File: src/rtl/arbitro_de_funcionalidade.sv
// Function-permission arbiter: grants one requesting channel at a time by user level,
// round-robin among equal levels, with a hold limit, per-channel lockout and a one-cycle gap.
module arbitro_de_funcionalidade #(
  parameter int N_USERS     = 4,
  parameter int HOLD_CYCLES = 8
) (
  input  logic                   Clock,
  input  logic                   Reset,
  input  logic [N_USERS-1:0]     Req,
  input  logic [3*N_USERS-1:0]   User,
  input  logic [3*N_USERS-1:0]   Func,
  output logic [N_USERS-1:0]     Grant,
  output logic [2:0]             GrantFunc,
  output logic [6:0]             Matriz,
  output logic [N_USERS-1:0]     Denied,
  output logic                   Busy,
  output logic                   Timeout
);

  localparam int CW = $clog2(HOLD_CYCLES);
  localparam int IW = $clog2(N_USERS);

  if (N_USERS < 2 || N_USERS > 8) begin : g_bad_users
    $error("arbitro_de_funcionalidade: N_USERS must be within 2..8");
  end
  if (HOLD_CYCLES < 2 || HOLD_CYCLES > 255) begin : g_bad_hold
    $error("arbitro_de_funcionalidade: HOLD_CYCLES must be within 2..255");
  end

  typedef enum logic [1:0] {S_IDLE = 2'd0, S_ACTIVE = 2'd1, S_GAP = 2'd2} state_t;

  state_t               state_r, state_s;
  logic [CW-1:0]        cnt_r, cnt_s;
  logic [IW-1:0]        idx_r, idx_s;
  logic [IW-1:0]        rr_start_r, rr_start_s;
  logic [N_USERS-1:0]   lock_r, lock_s;
  logic [N_USERS-1:0]   elig_s, deny_s;
  logic [N_USERS-1:0]   grant_s;
  logic [2:0]           gfunc_s;
  logic                 timeout_s;
  logic [2:0]           best_lvl_s;
  logic                 win_any_s;
  logic [IW-1:0]        win_idx_s;
  logic [IW-1:0]        win_next_s;

  function automatic logic perm_ok(input logic [2:0] func, input logic [2:0] lvl);
    case (func)
      3'd1, 3'd2, 3'd3: perm_ok = (lvl >= 3'd1);
      3'd4, 3'd5:       perm_ok = (lvl >= 3'd3);
      3'd6, 3'd7:       perm_ok = (lvl >= 3'd5);
      default:          perm_ok = 1'b0;
    endcase
  endfunction

  // Per-channel eligibility and permission-failure detection
  always_comb begin
    elig_s = '0;
    deny_s = '0;
    for (int i = 0; i < N_USERS; i++) begin
      deny_s[i] = Req[i] && (Func[3*i +: 3] != 3'd0) && !perm_ok(Func[3*i +: 3], User[3*i +: 3]);
      elig_s[i] = Req[i] && (Func[3*i +: 3] != 3'd0) && (User[3*i +: 3] != 3'd0)
                  && perm_ok(Func[3*i +: 3], User[3*i +: 3]) && !lock_r[i];
    end
  end

  // Winner selection: highest level, ties resolved by scanning from the round-robin start
  always_comb begin
    int idx;
    idx        = 0;
    best_lvl_s = 3'd0;
    win_any_s  = 1'b0;
    win_idx_s  = '0;
    for (int i = 0; i < N_USERS; i++) begin
      if (elig_s[i] && (User[3*i +: 3] > best_lvl_s)) begin
        best_lvl_s = User[3*i +: 3];
      end else begin
        best_lvl_s = best_lvl_s;
      end
    end
    for (int k = 0; k < N_USERS; k++) begin
      idx = int'(rr_start_r) + k;
      if (idx >= N_USERS) begin
        idx = idx - N_USERS;
      end else begin
        idx = idx;
      end
      if (!win_any_s && elig_s[idx] && (User[3*idx +: 3] == best_lvl_s)) begin
        win_any_s = 1'b1;
        win_idx_s = IW'(idx);
      end else begin
        win_any_s = win_any_s;
      end
    end
    if (win_idx_s == IW'(N_USERS - 1)) begin
      win_next_s = '0;
    end else begin
      win_next_s = win_idx_s + {{(IW-1){1'b0}}, 1'b1};
    end
  end

  // Next-state, hold counter, lockout and grant outputs
  always_comb begin
    state_s    = state_r;
    cnt_s      = cnt_r;
    idx_s      = idx_r;
    rr_start_s = rr_start_r;
    grant_s    = Grant;
    gfunc_s    = GrantFunc;
    timeout_s  = 1'b0;
    lock_s     = lock_r & Req;
    case (state_r)
      S_IDLE: begin
        if (win_any_s) begin
          state_s    = S_ACTIVE;
          cnt_s      = '0;
          idx_s      = win_idx_s;
          rr_start_s = win_next_s;
          grant_s    = {{(N_USERS-1){1'b0}}, 1'b1} << win_idx_s;
          gfunc_s    = Func[3*win_idx_s +: 3];
        end else begin
          grant_s = '0;
          gfunc_s = 3'd0;
        end
      end
      S_ACTIVE: begin
        // A request drop wins over the hold limit: no timeout, no lockout
        if (!Req[idx_r]) begin
          state_s = S_GAP;
          grant_s = '0;
          gfunc_s = 3'd0;
        end else if (cnt_r == CW'(HOLD_CYCLES - 1)) begin
          state_s        = S_GAP;
          grant_s        = '0;
          gfunc_s        = 3'd0;
          timeout_s      = 1'b1;
          lock_s[idx_r]  = 1'b1;
        end else begin
          cnt_s = cnt_r + {{(CW-1){1'b0}}, 1'b1};
        end
      end
      S_GAP: begin
        state_s = S_IDLE;
        cnt_s   = '0;
        grant_s = '0;
        gfunc_s = 3'd0;
      end
      default: begin
        state_s = S_IDLE;
        cnt_s   = '0;
        grant_s = '0;
        gfunc_s = 3'd0;
      end
    endcase
  end

  // State and output registers with synchronous reset
  always_ff @(posedge Clock) begin
    if (Reset) begin
      state_r    <= S_IDLE;
      cnt_r      <= '0;
      idx_r      <= '0;
      rr_start_r <= '0;
      lock_r     <= '0;
      Grant      <= '0;
      GrantFunc  <= 3'd0;
      Matriz     <= 7'd0;
      Denied     <= '0;
      Busy       <= 1'b0;
      Timeout    <= 1'b0;
    end else begin
      state_r    <= state_s;
      cnt_r      <= cnt_s;
      idx_r      <= idx_s;
      rr_start_r <= rr_start_s;
      lock_r     <= lock_s;
      Grant      <= grant_s;
      GrantFunc  <= gfunc_s;
      Matriz     <= (gfunc_s != 3'd0) ? (7'd1 << (gfunc_s - 3'd1)) : 7'd0;
      Denied     <= deny_s;
      Busy       <= (state_s != S_IDLE);
      Timeout    <= timeout_s;
    end
  end

endmodule

File: config.mk
export PLATFORM = sky130hd
export DESIGN_NAME = arbitro_de_funcionalidade
export DESIGN_NICKNAME = d
export VERILOG_FILES = /design/src/rtl/arbitro_de_funcionalidade.sv
export SDC_FILE = /design/constraint.sdc
export NUM_CORES = 1
export LEC_CHECK = 0
export CORE_MARGIN = 2
export CORE_UTILIZATION = 50
export CTS_BUF_LIST = sky130_fd_sc_hd__clkbuf_4 sky130_fd_sc_hd__clkbuf_8
export DETAILED_ROUTE_END_ITERATION = 8
export PLACE_DENSITY = 0.8
export RECOVER_POWER = 100
export REMOVE_ABC_BUFFERS = 1
export SETUP_SLACK_MARGIN = 0.2
export SYNTH_ARGS = -nofsm -noshare
export SYNTH_HDL_FRONTEND = slang
export SYNTH_SLANG_ARGS = --single-unit
File: constraint.sdc
create_clock -name Clock -period 9.4 [get_ports Clock]
set_input_delay 0.94 -clock Clock [delete_from_list [all_inputs] [get_ports Clock]]
set_output_delay 0.94 -clock Clock [all_outputs]
set_load 0.1 [all_outputs]
**Word-level counts from Yosys, hierarchy flattened**

Index checks and enable logic that the tools add are counted.

- Register bits after elaboration: 33
- Input bits: 30
- Output and inout port bits: 20

- Equal/unequal tests: 39
- Bitwise gates (word level): 5
- Multiplexer cells: 57
- Reduce and logical (&&, ||, !) cells: 70
- $mul: 5
- Shifts and indexed selects: 7
- $lt $le $gt $ge: 26
- $add $sub $neg: 10

Operator list:

| cell | number |
|---|---|
| 32-bit by 4-bit < comparator with 1-bit output, second input constant | 4 |
| 3-bit by 32-bit multiplier with 32-bit output, first input constant | 4 |
| 32-bit two-way mux | 4 |
| 12-bit by 32-bit variable part select with 3-bit output | 4 |
| 3-bit == test, second input constant | 17 |
| 1-bit logical AND | 32 |
| 3-bit two-way mux | 10 |
| 3-bit nonzero test | 9 |
| 3-bit by 2-bit == test with 1-bit output, second input constant | 8 |
| 4-bit two-way mux | 6 |
| 3-bit >= comparator, second input constant | 7 |
| 2-bit OR reduction | 9 |
| 2-bit two-way mux | 8 |
| 1-bit two-way mux | 15 |
| 3-bit OR reduction | 5 |
| 3-bit by 1-bit == test with 1-bit output, second input constant | 4 |
| 3-bit == test | 4 |
| 3-bit by 1-bit >= comparator with 1-bit output, second input constant | 4 |
| 3-bit by 2-bit >= comparator with 1-bit output, second input constant | 4 |
| 1-bit one-hot mux with 3 select lines | 4 |
| 3-bit one-hot mux with 2 select lines | 2 |
| 12-bit by 5-bit variable part select with 3-bit output | 1 |
| 3-bit by 3-bit subtractor with 4-bit output, second input constant | 3 |
| 1-bit zero test | 11 |
| 29 further kinds | 40 |

**Logic depth before layout (Yosys ltp)**

- Depth after elaboration: 38
- Gate-level depth with buffers: 39

**Least setup slack after synthesis**

No wires, ideal clock.

- Path kind: input-to-reg
- Start point: in User[0]
- End point: reg Matriz[3]
- Stages on the path: 37
- Required time: 9.313 ns
- Data arrival time: 7.865 ns
- Library setup time: 0.087 ns
- Setup slack: 1.448 ns
- Path through: buf_2 -> nor3_2 -> nor4b_4 -> nand4_1 -> ha_1 -> nor2b_1 -> o21ai_1 -> a32oi_1 -> and4_1 -> nor2_1 -> ha_1 -> nor2b_1 -> o21ai_0 -> a21oi_1 -> and2_4 -> buf_6 -> o31ai_4 -> ha_1 -> nor2b_1 -> o21ai_0 -> nand2b_1 -> and3_1 -> clkbuf_1 -> buf_2 -> a221o_1 -> a21o_1 -> nor2_2 -> buf_4 -> nor3_2 -> nor3_4 -> and2_4 -> nand2_1 -> and3_1 -> ha_1 -> ha_1 -> nand2b_1 -> nor4b_4

- Word-level cells in the longest chain between the ends: 37
- Elaborated cells on any way between the ends: 67
- Those cells by class: add/sub (1); mul (1); order compare (7); eq/ne (4); shift (6); mux (27); bitwise (1); reduce/logical (20)

RTL lines:

| item | line | RTL |
|---|---|---|
| start: declaration | 10 | `input logic [3*N_USERS-1:0] User,` |
| 3-bit >= comparator (tied with other cells) | 50 | `3'd6, 3'd7: perm_ok = (lvl >= 3'd5);` |
| 1-bit one-hot mux with 3 select lines / 1-bit logical AND (equally long branches) | 47, 61 |  |
| 1-bit logical AND (2 in series) | 62 | `&& perm_ok(Func[3*i +: 3], User[3*i +: 3]) && !lock_r[i];` |
| 1-bit logical AND | 74 | `if (elig_s[i] && (User[3*i +: 3] > best_lvl_s)) begin` |
| 3-bit two-way mux | 74 |  |
| 3-bit greater-than comparator | 74 |  |
| 1-bit logical AND | 74 |  |
| 3-bit two-way mux | 74 |  |
| [... 17 more ...] | -- |  |
| 1-bit zero test | 87 | `if (!win_any_s && elig_s[idx] && (User[3*idx +: 3] == best_lvl_s)) begin` |
| 1-bit logical AND (2 in series) | 87 |  |
| 2-bit two-way mux | 87 |  |
| 2-bit by 2-bit multiplier with 4-bit output | 119 | `gfunc_s = Func[3*win_idx_s +: 3];` |
| 12-bit by 5-bit variable part select with 3-bit output | 119 |  |
| 3-bit two-way mux * | 113 | `if (win_any_s) begin` |
| 3-bit one-hot mux with 2 select lines * | 111 | `case (state_r)` |
| branches (longest 3 deep; another with 3-bit by 1-bit subtractor with 3-bit output) | -- |  |
| end signal: assignment | 178 | `Matriz <= (gfunc_s != 3'd0) ? (7'd1 << (gfunc_s - 3'd1)) : 7'd0;` |
| end: declaration | 14 | `output logic [6:0] Matriz,` |

Mark *: on every way between the ends. The select of a mux whose other input is x is not followed.
A chain may end at the register's enable or synchronous reset.

**Final worst setup path**

- Start point: in User[1]
- End point: reg Matriz[3]

Same word-level chain as after synthesis.

==> flow_summary.json <==
{
  "stdcell_area_um2": 4930,
  "ir_drop_uv": 206,
  "ys.flop_type": "dfxtp_1",
  "wl_met3_um": 1020,
  "final_nets": 615,
  "synth-seq-area-share_pct": 15.2,
  "routabilityCongestion": 0.987,
  "relSlewSlack_pct": 23.2,
  "yosysUniqueCellTypes": 86,
  "grt_pass1_vias": 4214,
  "detailed_place_hpwl_um": 10200,
  "io_buffers": 49,
  "path_class": "in -> reg",
  "htree_levels": 2,
  "synth_seq_cells": 33,
  "cp_slowest_stage_delay_ns": 0.71,
  "hold_viol": 0,
  "row_count": 34,
  "grt_antenna_before_repair": 0,
  "dieHeight_um": 97.3,
  "crit_path_top_delay_cell": "dlygate4sd3_1",
  "worst_pin_slew_ns": 1.14,
  "top_layer": "met4",
  "drc": 0,
  "end_kind": "flop",
  "layout_min_cycle_time_ns": 8.89,
  "clkTransAtPathRegs_ns": 0.07,
  "vias": 4484,
  "clock_latency_ns": 0.29,
  "insertedDiodeCount": 0,
  "yosys.area.top_type_share_pct": 15.2,
  "routed_wl_um": 13600,
  "async_flop_share_pct": 0,
  "synth_edf_count": 0,
  "dieWidth_um": 97.3,
  "clock.fmax_ghz": 0.112,
  "outcome": "finished clean",
  "numCtsBuffers": 5,
  "wl_met2_um": 6600,
  "cts-root-buf": "clkbuf_8",
  "die_area_um2": 9460,
  "layout_commonest_cell": "nand2_1",
  "crit_fanout": 12,
  "synth_top_cell_by_area": "dfxtp_1",
  "slew_viol_final": 0,
  "ys_warn_count": 0,
  "rsz0062_at_grt": "false",
  "p_per_area_nw_per_um2": 270,
  "track_usage_pct": 27.7,
  "drv_cap": 0,
  "cp-start-kind": "input pin",
  "first_pass_iters": 7,
  "fin_crit_sh_pct": 94.6,
  "max-clock-path-buffers": 2,
  "whs_ns": 0.499,
  "ant_nets": 0,
  "grt_max_degree": 61,
  "start_util_pct": 50.6,
  "grt_first_pass_wirelength_um": 21600,
  "final_cell_mix": "42 x nand2_1, 36 x nor2_1, 32 x dfxtp_1",
  "synth.avg_cell_area_um2": 8.21,
  "wl_per_cell_um": 20.5,
  "first_iter_violations": 381,
  "hold_class": "reg -> reg",
  "syn_area_um2": 4350,
  "cts_tree": "yes",
  "core_area_um2": 8590,
  "io_pins": 50,
  "layout-drive-gt1-share_pct": 12.1,
  "postCtsHoldBufs": 0,
  "clock_sinks": 33,
  "finalSetupViolCount": 0,
  "gr-total-overflow": 0,
  "post_dp_cell_area_um2": 4800,
  "synthToLayoutAreaGrowth_pct": 13.3,
  "synth_area_leaders": "dfxtp_1 15%, ha_1 8.1%, mux2i_1 7.1%, mux4_2 6.2%, nand2_1 3.6%",
  "crit_top_cell": "ha_1",
  "synth_cells": 530,
  "final.setup.tns_ns": 0,
  "vias_per_cell": 6.75,
  "critical_path_arrival_ns": 9.09,
  "crit_required_ns": 9.60,
  "drt-met1-wl_um": 5630,
  "finalClockSkew_ns": 0.00744,
  "p_leak_nw": 1.91
}
[path summary, 6_finish.rpt]
kind	from	endpoint	slack (ns)	cells after the start
setup / recovery	User[1]	Matriz[3]$_SDFF_PP0_	0.51	34
hold / removal	Grant[1]$_SDFFE_PP0P_	Grant[1]$_SDFFE_PP0P_	0.50	2
setup reg to reg	lock_r[0]$_SDFF_PP0_	Matriz[3]$_SDFF_PP0_	1.66	32
hold reg to reg	Grant[1]$_SDFFE_PP0P_	Grant[1]$_SDFFE_PP0P_	0.50	2
[sequential cells by signal (all words and copies together) (netlist names)]
| register | count |
|---|---|
| GrantFunc | 3 |
| Timeout | 1 |
| lock_r | 4 |
| rr_start_r | 2 |
| state_r | 2 |
| cnt_r | 3 |
| Grant | 4 |
| Busy | 1 |
| idx_r | 2 |
| Matriz | 7 |
| Denied | 4 |
[worst max-delay path, delay by kind of cell]
kind	cells	cell delay, ns
adders and majority gates	5	1.48
buffers and inverters	1	0.71
and+or+nand+nor	18	3.64
muxes	1	0.12
AOI/OAI and AO/OA	9	2.19
[what timing repair did]
| action | 4_1_cts | 5_1_grt |
|---|---|---|
| gates resized for setup | 0 | 7 |
| buffers inserted | 0 | 5 |
| endpoints found under the hold margin | 0 | 0 |
| setup endpoints to repair | 0 | 7 |
[synth_stat cells, types with 6 or more instances]
library cell  instances
a211oi_1              6
a21oi_1              19
a22oi_1              10
a31oi_1               8
and3_1                7
buf_2                16
clkbuf_1             11
dfxtp_1              33
ha_1                 28
inv_1                24
mux2i_1              31
mux4_2               12
nand2_1              42
nand2b_1             21
nand3_1              22
nand3b_1              7
nor2_1               36
nor2b_1              10
nor3_1               15
o211ai_1              6
o21ai_0              20
o21ai_1               8
o22ai_1               7
xnor2_1               9
[kinds of logic (layout without fill, tap and decap cells)]
logic type,after synthesis,count (layout),share of synthesized area [%]
AO/OA/AOI/OAI,139,139,25.7
XOR/XNOR,14,14,2.82
adder cells (fa/ha/maj),28,28,8.05
buffers and inverters,65,91,7.19
flip-flops,33,33,15.2
multiplexers,48,48,14.6
other,1,1,0.0862
AND/OR/NAND/NOR,202,202,26.3
[power breakdown]
part / switching (mW) / internal, mW / leakage [nW]
Sequential: 0.0158 / 0.159 / 0.268
Clock: 0.0506 / 0.0487 / 0.0399
Combinational: 0.661 / 0.398 / 1.60
Total: 0.727 / 0.606 / 1.91
[metal layers]
metal	track usage [%]	vias up
li1	-	2047
met1	36.3	2149
met2	46.5	247
met3	3.81	41
met4	10.3	0
met5	0	-
[final cells by class]
cell class	instances	area [um2]
clock inverters	1	5.00
inverters	25	93.8
clock buffers	5	68.8
fillers	774	3670
well taps	108	135
repair buffers	60	574
flip-flops and latches	33	662
multi-input cells	432	3390
[through the flow]
stage | util, % | power (mW) | worst slack (ns) | instances
after floorplan | - | 0.958 | 1.65 | 490
after global placement | 55.9 | 1.19 | 0.466 | 653
after CTS | 56.8 | 1.30 | 0.310 | 659
after global routing | 57.3 | 1.41 | 0.0444 | 664
final | 57.3 | 1.33 | 0.508 | 664
after detailed placement | 55.9 | 1.20 | 0.0189 | 653
Power figures use the tool's default switching activity.
